File: src/rtl/pipe_ctrl_pkg.sv
// Shared types for the pipeline hazard controller: FSM state encoding,
// field widths, the pipeline control bundle and a register-match helper.
package pipe_ctrl_pkg;

    localparam int REG_IDX_W  = 5;
    localparam int WAIT_CNT_W = 10;

    typedef enum logic [1:0] {
        ST_INIT = 2'd0,
        ST_RUN  = 2'd1,
        ST_WAIT = 2'd2,
        ST_ERR  = 2'd3
    } state_e;

    typedef struct packed {
        logic pc_we;
        logic ifid_we;
        logic idex_we;
        logic exmem_we;
        logic memwb_we;
        logic ifid_flush;
        logic idex_flush;
    } ctrl_t;

    // Canned control patterns; HOLD is also the safe value for INIT/ERR/reset.
    localparam ctrl_t CTRL_HOLD     = 7'b000_0000;
    localparam ctrl_t CTRL_NORMAL   = 7'b111_1100;
    localparam ctrl_t CTRL_BRANCH   = 7'b111_1111;
    localparam ctrl_t CTRL_LOAD_USE = 7'b001_1101;

    function automatic logic reg_match(
        input logic                 uses,
        input logic [REG_IDX_W-1:0] src,
        input logic [REG_IDX_W-1:0] dst
    );
        reg_match = uses & (src == dst);
    endfunction

endpackage

File: src/rtl/pipe_hazard_ctrl_hazard_detect.sv
// Combinational load-use hazard detection between the load in EX and the
// instruction in ID. Register x0 never creates a hazard.
import pipe_ctrl_pkg::*;

module hazard_detect (
    input  logic                 i_ex_mem_read,
    input  logic [REG_IDX_W-1:0] i_ex_rd,
    input  logic [REG_IDX_W-1:0] i_id_rs1,
    input  logic [REG_IDX_W-1:0] i_id_rs2,
    input  logic                 i_id_uses_rs1,
    input  logic                 i_id_uses_rs2,
    output logic                 o_load_use
);

    logic w_rd_nonzero;
    logic w_src_hit;

    assign w_rd_nonzero = (i_ex_rd != 5'd0);
    assign w_src_hit    = reg_match(i_id_uses_rs1, i_id_rs1, i_ex_rd)
                        | reg_match(i_id_uses_rs2, i_id_rs2, i_ex_rd);
    assign o_load_use   = i_ex_mem_read & w_rd_nonzero & w_src_hit;

endmodule

File: src/rtl/pipe_hazard_ctrl.sv
// Pipeline hazard controller: stall/flush/freeze control with a data-memory
// timeout FSM. Optional performance counters under HAZARD_PERF_CNT_EN.
import pipe_ctrl_pkg::*;

module pipe_hazard_ctrl #(
    parameter int MEM_TIMEOUT = 255,
    parameter int CNT_W       = 32
) (
    input  logic                 clk,
    input  logic                 rst_n,
    input  logic [REG_IDX_W-1:0] i_id_rs1,
    input  logic [REG_IDX_W-1:0] i_id_rs2,
    input  logic                 i_id_uses_rs1,
    input  logic                 i_id_uses_rs2,
    input  logic                 i_ex_mem_read,
    input  logic [REG_IDX_W-1:0] i_ex_rd,
    input  logic                 i_ex_branch_taken,
    input  logic                 i_dmem_req,
    input  logic                 i_dmem_ready,
    output logic                 o_pc_we,
    output logic                 o_ifid_we,
    output logic                 o_idex_we,
    output logic                 o_exmem_we,
    output logic                 o_memwb_we,
    output logic                 o_ifid_flush,
    output logic                 o_idex_flush,
    output logic                 o_mem_err,
    output logic [CNT_W-1:0]     o_stall_cnt,
    output logic [CNT_W-1:0]     o_flush_cnt
);

    localparam logic [WAIT_CNT_W-1:0] TIMEOUT_LAST = WAIT_CNT_W'(MEM_TIMEOUT - 1);

    state_e                  r_state;
    state_e                  w_next_state;
    logic [WAIT_CNT_W-1:0]   r_wait_cnt;
    logic [WAIT_CNT_W-1:0]   w_wait_cnt_nxt;
    logic                    w_freeze;
    logic                    w_load_use;
    ctrl_t                   w_ctrl;

    assign w_freeze = i_dmem_req & ~i_dmem_ready;

    hazard_detect u_hazard_detect (
        .i_ex_mem_read (i_ex_mem_read),
        .i_ex_rd       (i_ex_rd),
        .i_id_rs1      (i_id_rs1),
        .i_id_rs2      (i_id_rs2),
        .i_id_uses_rs1 (i_id_uses_rs1),
        .i_id_uses_rs2 (i_id_uses_rs2),
        .o_load_use    (w_load_use)
    );

    // Next-state and wait-counter logic; the counter restarts on every WAIT entry.
    always_comb begin
        w_next_state   = r_state;
        w_wait_cnt_nxt = r_wait_cnt;
        case (r_state)
            ST_INIT: begin
                w_next_state = ST_RUN;
            end
            ST_RUN: begin
                if (w_freeze) begin
                    w_next_state   = ST_WAIT;
                    w_wait_cnt_nxt = {WAIT_CNT_W{1'b0}};
                end else begin
                    w_next_state = ST_RUN;
                end
            end
            ST_WAIT: begin
                if (w_freeze) begin
                    if (r_wait_cnt == TIMEOUT_LAST) begin
                        w_next_state = ST_ERR;
                    end else begin
                        w_next_state   = ST_WAIT;
                        w_wait_cnt_nxt = r_wait_cnt + 10'd1;
                    end
                end else begin
                    w_next_state = ST_RUN;
                end
            end
            ST_ERR: begin
                w_next_state = ST_ERR;
            end
            default: begin
                w_next_state = ST_INIT;
            end
        endcase
    end

    // State and wait-counter registers.
    always_ff @(posedge clk or negedge rst_n) begin
        if (!rst_n) begin
            r_state    <= ST_INIT;
            r_wait_cnt <= {WAIT_CNT_W{1'b0}};
        end else begin
            r_state    <= w_next_state;
            r_wait_cnt <= w_wait_cnt_nxt;
        end
    end

    // Pipeline control: freeze beats branch beats load-use; only RUN/WAIT ever enable.
    always_comb begin
        w_ctrl = CTRL_HOLD;
        case (r_state)
            ST_RUN, ST_WAIT: begin
                if (w_freeze) begin
                    w_ctrl = CTRL_HOLD;
                end else if (i_ex_branch_taken) begin
                    w_ctrl = CTRL_BRANCH;
                end else if (w_load_use) begin
                    w_ctrl = CTRL_LOAD_USE;
                end else begin
                    w_ctrl = CTRL_NORMAL;
                end
            end
            default: begin
                w_ctrl = CTRL_HOLD;
            end
        endcase
    end

    assign o_pc_we      = w_ctrl.pc_we;
    assign o_ifid_we    = w_ctrl.ifid_we;
    assign o_idex_we    = w_ctrl.idex_we;
    assign o_exmem_we   = w_ctrl.exmem_we;
    assign o_memwb_we   = w_ctrl.memwb_we;
    assign o_ifid_flush = w_ctrl.ifid_flush;
    assign o_idex_flush = w_ctrl.idex_flush;
    assign o_mem_err    = (r_state == ST_ERR);

`ifdef HAZARD_PERF_CNT_EN
    logic             w_active;
    logic             w_stall_ev;
    logic             w_flush_ev;
    logic [CNT_W-1:0] r_stall_cnt;
    logic [CNT_W-1:0] r_flush_cnt;

    // A load-use overridden by a taken branch is not a stall cycle.
    assign w_active   = (r_state == ST_RUN) | (r_state == ST_WAIT);
    assign w_stall_ev = w_active & (w_freeze | (w_load_use & ~i_ex_branch_taken));
    assign w_flush_ev = w_active & ~w_freeze & i_ex_branch_taken;

    // Saturating stall and flush event counters.
    always_ff @(posedge clk or negedge rst_n) begin
        if (!rst_n) begin
            r_stall_cnt <= {CNT_W{1'b0}};
            r_flush_cnt <= {CNT_W{1'b0}};
        end else begin
            if (w_stall_ev && (r_stall_cnt != {CNT_W{1'b1}})) begin
                r_stall_cnt <= r_stall_cnt + {{(CNT_W-1){1'b0}}, 1'b1};
            end else begin
                r_stall_cnt <= r_stall_cnt;
            end
            if (w_flush_ev && (r_flush_cnt != {CNT_W{1'b1}})) begin
                r_flush_cnt <= r_flush_cnt + {{(CNT_W-1){1'b0}}, 1'b1};
            end else begin
                r_flush_cnt <= r_flush_cnt;
            end
        end
    end

    assign o_stall_cnt = r_stall_cnt;
    assign o_flush_cnt = r_flush_cnt;
`else
    assign o_stall_cnt = {CNT_W{1'b0}};
    assign o_flush_cnt = {CNT_W{1'b0}};
`endif

endmodule

File: config.mk
export PLATFORM = sky130hd
export DESIGN_NAME = pipe_hazard_ctrl
export DESIGN_NICKNAME = d
export VERILOG_FILES = /design/src/rtl/pipe_ctrl_pkg.sv /design/src/rtl/pipe_hazard_ctrl_hazard_detect.sv /design/src/rtl/pipe_hazard_ctrl.sv
export SDC_FILE = /design/constraint.sdc
export NUM_CORES = 1
export LEC_CHECK = 0
export BUFFER_PORTS_ARGS = -buffer_cell sky130_fd_sc_hd__buf_2
export CAP_MARGIN = 20
export CORE_MARGIN = 2
export CORE_UTILIZATION = 40
export DETAILED_ROUTE_END_ITERATION = 10
export PLACE_DENSITY = 0.88
export SYNTH_ARGS = -nofsm -noshare
export SYNTH_HDL_FRONTEND = slang
export SYNTH_SLANG_ARGS = --single-unit
File: constraint.sdc
create_clock -name clk -period 4 [get_ports clk]
set_input_delay 0.2 -clock clk [delete_from_list [all_inputs] [get_ports clk]]
set_output_delay 0.2 -clock clk [all_outputs]
set_load 0.05 [all_outputs]
Word-level counts from Yosys, hierarchy flattened
Index checks and enable logic that the tools add are counted.
{ "classes": {"n_addsub": 1, "eq_ne": 9, "mux": 12, "bitwise_logic": 7, "reduce_logical": 5} }
{ "op_table": {"columns": ["cell", "count"], "rows": [
  ["$mux W10", 3],
  ["$mux W7", 4],
  ["$pmux W10 S2", 1],
  ["$add A10 B1 Y10 const B", 1],
  ["$eq A10 B8 Y1 const B", 1],
  ["$eq A5 B5 Y1", 2],
  ["$pmux W2 S4", 1],
  ["$ne A2 B2 Y1 const B", 3],
  ["$and A1 B1 Y1", 5],
  ["$reduce_bool A5 Y1", 1],
  ["$eq A2 B2 Y1 const B", 2],
  ["$mux W2", 2],
  ["$reduce_and A4 Y1", 1],
  ["$eq A2 B1 Y1 const B", 1],
  ["$logic_not A2 Y1", 1],
  ["$reduce_bool A2 Y1", 1],
  ["$reduce_or A2 Y1", 1],
  ["$mux W1", 1],
  ["$not A1 Y1", 1],
  ["$or A1 B1 Y1", 1]
]} }
{ "word_totals": {"regBits": 12, "output_inout_bits": 72} }

Longest topological paths before layout
{ "logic_depth": {"word_depth": 8, "ltp_mapped": 8} }

By module
From an unflattened synthesis, not the netlist that was laid out.
{ "unflattened": {"hier_cells": 168, "area_unflattened_um2": 1423.9} }
{ "by_module_without_submodules": {"columns": ["module", "instances", "cells_each", "area_each_um2", "seq_area_each_um2"], "rows": [
  ["pipe_hazard_ctrl", 1, 151, 1290.0, 300.3],
  ["hazard_detect", 1, 17, 133.9, 0.0]
]} }

Worst setup path before layout
No wires, ideal clock.
{ "synth_path": {"path_kind": "register to output", "start": "register r_state[0]", "end": "output port o_idex_flush", "t_arrival_ns": 1.973, "path_slack_ns": 1.827, "stages_incl_launch_ff": 5, "path_cell_list": "dfrtp_1 > inv_1 > ha_1 > nand2_1 > o31ai_1"} }
{ "synth_via": {"elab_chain_len": 3} }
{ "synth_rtl": {"columns": ["element", "line_no", "rtl"], "rows": [
  ["start: declaration", "pipe_hazard_ctrl.sv:34", "state_e r_state;"],
  ["start signal: assignment", "pipe_hazard_ctrl.sv:97", "r_state <= w_next_state;"],
  ["$eq A2 B1 Y1 / $eq A2 B2 Y1 (equally long branches)", "pipe_hazard_ctrl.sv:105", "case (r_state)"],
  ["$reduce_or A2 Y1 (*)", "pipe_hazard_ctrl.sv:105", null],
  ["$mux W7 (*)", "pipe_hazard_ctrl.sv:105", null],
  ["end: declaration", "pipe_hazard_ctrl.sv:26", "output logic o_idex_flush,"]
]} }
Mark *: on every way between the ends. The rest lies on a longest branch, timed or not.

Worst setup path in the final report
{ "layout_path": {"start": "register r_state[0]", "end": "register r_wait_cnt[8]"} }
{ "layout_via": {"elab_chain_len": 3} }
{ "layout_rtl": {"columns": ["element", "line_no", "rtl"], "rows": [
  ["$eq A2 B2 Y1 / $eq A2 B1 Y1 (equally long branches)", "pipe_hazard_ctrl.sv:58", "case (r_state)"],
  ["$ne A2 B2 Y1 (no source line) / $reduce_bool A2 Y1 (equally long branches)", null, null],
  ["$reduce_and A4 Y1 (no source line)", null, null],
  ["end signal: assignment", "pipe_hazard_ctrl.sv:95", "r_wait_cnt <= {WAIT_CNT_W{1'b0}};"],
  ["end signal: assignment", "pipe_hazard_ctrl.sv:98", "r_wait_cnt <= w_wait_cnt_nxt;"],
  ["end: declaration", "pipe_hazard_ctrl.sv:36", "logic [WAIT_CNT_W-1:0] r_wait_cnt;"]
]} }
Parallel ways exist; a longest one is shown, timed or not.
A chain may end at the register's enable or synchronous reset.

==> summary.md <==
Internal power comes to 0.000355 W. Total negative slack for setup checks: 0 ns. STA classifies the critical path endpoint as a register.

The clock tree buffer depth is 2, and the number of cells traversed by the worst register-to-register path is 6. The share of the clock period used by the worst path was 0.622; the final routed DRC violation total was 0. Counting distinct cell types in the post-synthesis netlist gives 40.

The antenna diode count came out at 0. The number of synthesized register bits is 12. The run gives 3820 um as the wire length of the first global-routing pass. The synthesized instance count was 178.

The data required time of the critical path is 4.11 ns, and the first-pass iteration count of the detailed router is 5. The setup check on the worst reg-to-reg path leaves a slack of 1.51 ns. Kind of critical path: register to register.

The standard cell with the maximum stage delay on the critical path was nor3_1. Startpoint type of the worst setup path: a register. Post-CTS setup buffer count: 0.

The switching part of the total came out at 0.606. The worst hold path terminates at r_state[0]. The clock root buffer master was clkbuf_8. In the final routed layout, each cell accounts on average for 10.1 um. The layout cell share with drive strength beyond 1 came out at 0.192. The run gives 1 as the H-tree depth. After global routing the overflow that remains totals 0. The highest fanout seen on the critical path came out at 18. The half-perimeter wire length after placement is 2010 um, and the relative area change from synthesis to final layout is -3.32%.

The final-stage net count is 234, and the sequential cell area fraction in the yosys report is 0.204. The number of I/O port buffers works out to 30. The min-delay analysis places its worst path in the category primary input to register. The worst path in the final design needs a cycle of 2.49 ns, including I/O delays and setup. Clock tree synthesis found a total of 12 sinks. The tools report the count of synthesis-stage warnings from yosys as 0.

In the layout the commonest cells are 64 x conb_1, 30 x buf_2, 13 x o21ai_0. The tools report the startpoint of the most critical hold path as i_dmem_ready. Setup repair after global routing left no endpoint under its margin. Data arrives at the worst endpoint at 2.60 ns. 95 I/O pins were placed. The logs give 0.638 for the part of the power in combinational logic and 0.116 for the total routing resource utilization after global routing. The tools report the part of the total power dissipated in sequential elements as 0.240.

The worst register-to-register path ends at r_wait_cnt[8]. Largest vdd supply drop: 0.190 mV. The area inside the core boundary came out at 0.00361 mm^2. The origin of the critical flop-to-flop path is r_state[0].

Most common cell after layout, fill and taps aside: conb_1. After synthesis, the mean cell area works out to 8.27 um^2. The final number of max-transition violations was 0. The total CTS buffers is 3. For this design the total switching power over the nets is 0.000545 W.

In this run the core area contains 22 standard-cell rows. OpenSTA, run right after detailed placement, puts the worst setup slack at 1.55 ns. The final count of hold timing violations was 0; the count of instances resized after the clock tree is built was 0. The die is 64.7 um wide.

Setup violations remaining at the end of the flow were counted as 0. The logs give 0.00269 ns for the worst clock skew and 0 for the count of max-cap constraint violations. The relative slew slack was 0.400.

The highest attainable clock frequency is 0.402 GHz. The total of hold buffers inserted after clock tree synthesis was 1. Leakage power of the design: 0.726 nW. The height of the die came out at 64.7 um. The final worst-path setup slack is 1.51 ns, and the remaining antenna violation count after routing is 0. The family of cells with the greatest summed delay on the critical path was simple AND/OR/NAND/NOR gates.

For the worst-skew pair, the clock arrives at the later sink with an insertion delay of 0.24 ns. The logs give 29 for the number of violations reported at the end of detailed-routing iteration 0 and 0.00147 mm^2 for the total standard cell area after synthesis. The routed design has 2520 um of wire.

The clock network fraction of design power is 0.122, and the maximum number of pins on one net before global-route repair is 19. The total power density per cell area is 633 mW/mm^2. TritonCTS built the clock tree. The tools report the effective utilization at floorplan as 0.408. In the routed layout, each cell is associated on average with a via count of 4.33.

The initial antenna violation count is 0. The count of buffer and inverter cells on the critical path works out to 1. The tools report the via count as 1088. The congestion estimate from routability-driven global placement came to 0.803.

The post-CTS clock slew at the launch and capture registers of the worst setup and hold paths is 0.05 ns. The run finished with clean final reports. The worst hold path was traced through 4 stages. In this design, the stage delay of the slowest critical-path cell is 0.69 ns. The number of global-route vias before repair was 879. The die area came out at 0.00418 mm^2. The critical path goes through inv_1, ha_1, nand4bb_1, nor3_1, or2_2, o221ai_1.

The slew at the pin closest to its max-slew limit was 0.890 ns.
-- power groups by stage --
stage / Sequential [W] / Combinational, W / Clock (W)
3_3_place_gp: 0.000212 / 0.000564 / 0
6_report: 0.000216 / 0.000574 / 0.000110
3_5_place_dp: 0.000216 / 0.000571 / 0
2_1_floorplan: 0.000203 / 0.000575 / 0
4_1_cts: 0.000215 / 0.000573 / 0.000112
5_1_grt: 0.000226 / 0.000609 / 0.000115
-- cells in the mapped netlist --
library cell   n  area (um^2)
a21o_1         1         7.51
buf_6          1         11.3
nand4bb_1      1         11.3
nand3b_1       1         7.51
o31a_1         1         8.76
a32oi_1        1         8.76
clkbuf_4       1         7.51
o21a_1         1         7.51
o31ai_1        1         7.51
nor2_1         5         18.8
nand3_2        1         10.0
or4_1          3         22.5
o311ai_2       1         16.3
or4_4          1         11.3
o311ai_1       1         8.76
and2_0         1         6.26
nor3_1         3         15.0
xnor2_1        2         17.5
mux2_2         1         11.3
or2b_2         1         8.76
conb_1         1         3.75
nor2b_1        1         6.26
or2_2          1         6.26
inv_1          8         30.0
ha_1           6         75.1
clkbuf_8       1         13.8
o21ai_0       13         65.1
o221ai_1       2         17.5
dfrtp_1       12          300
nor4_1         4         25.0
o211ai_1       1         7.51
xor2_1         8         70.1
a22o_1         2         17.5
nand4_1        1         6.26
nand2b_1       3         18.8
clkbuf_1       1         3.75
a21oi_1        1         5.00
buf_4         68          510
nand2_1        8         30.0
nand3_1        7         35.0
-- per-layer routing --
layer | vias up | part of all wire | global-route usage | routed length, um
met5 | - | 0 | 0 | 0
met4 | 0 | 0.024 | 0.0718 | 61
met3 | 5 | 0.064 | 0.0122 | 162
met2 | 56 | 0.49 | 0.193 | 1240
met1 | 507 | 0.42 | 0.144 | 1060
li1 | 520 | - | - | -
-- area by class of cell --
class	instances	area [um^2]
Tap cell	48	60.1
Timing Repair Buffer	31	160
Sequential cell	12	300
Fill cell	403	2180
Multi-Input combinational cell	149	831
Clock buffer	3	41.3
Inverter	8	30.0
-- flip-flops by register name, summed over array words and instances (netlist names) --
signal      count
r_wait_cnt     10
r_state         2
-- cell families after synthesis --
| family | share of synthesized area |
|---|---|
| simple gates | 0.162 |
| xor+xnor | 0.0595 |
| fa+ha+maj | 0.0510 |
| mux | 0.00765 |
| compound gates | 0.121 |
| other cells | 0.00255 |
| buf+inv | 0.392 |
| flops | 0.204 |
-- worst reg2reg max path: stages, from the launching register on --
cell and delay, ns:
dfrtp_1 0.40, inv_1 0.08, ha_1 0.53, nand4bb_1 0.17, nor3_1 0.69, or2_2 0.34, o221ai_1 0.14
-- worst max path at each step --
| stage | start | end | slack [ns] | cells past startpoint |
|---|---|---|---|---|
| after floorplan | r_state[0] | o_idex_flush | 1.83 | 4 |
| after global placement | r_state[0] | r_wait_cnt[8] | 1.66 | 6 |
| after detailed placement | r_state[0] | r_wait_cnt[8] | 1.55 | 6 |
| after CTS | r_state[0] | r_wait_cnt[8] | 1.54 | 6 |
| after global routing | r_state[0] | r_wait_cnt[8] | 1.27 | 6 |
| final | r_state[0] | r_wait_cnt[8] | 1.51 | 6 |
-- through the flow --
stage / total power [W] / cell area (um^2) / cells / hold WS (ns) / utilization
floorplan: 0.000778 / 1710 / 241 / -0.0956 / -
CTS: 0.000900 / 1420 / 251 / 0.314 / 0.395
global placement: 0.000777 / 1370 / 247 / 0.0913 / 0.380
global route: 0.000950 / 1420 / 251 / 0.350 / 0.395
detailed placement: 0.000787 / 1370 / 247 / 0.0930 / 0.380
finish: 0.000900 / 1420 / 251 / 0.311 / 0.395
No activity file was read; power rests on OpenSTA's default activity.
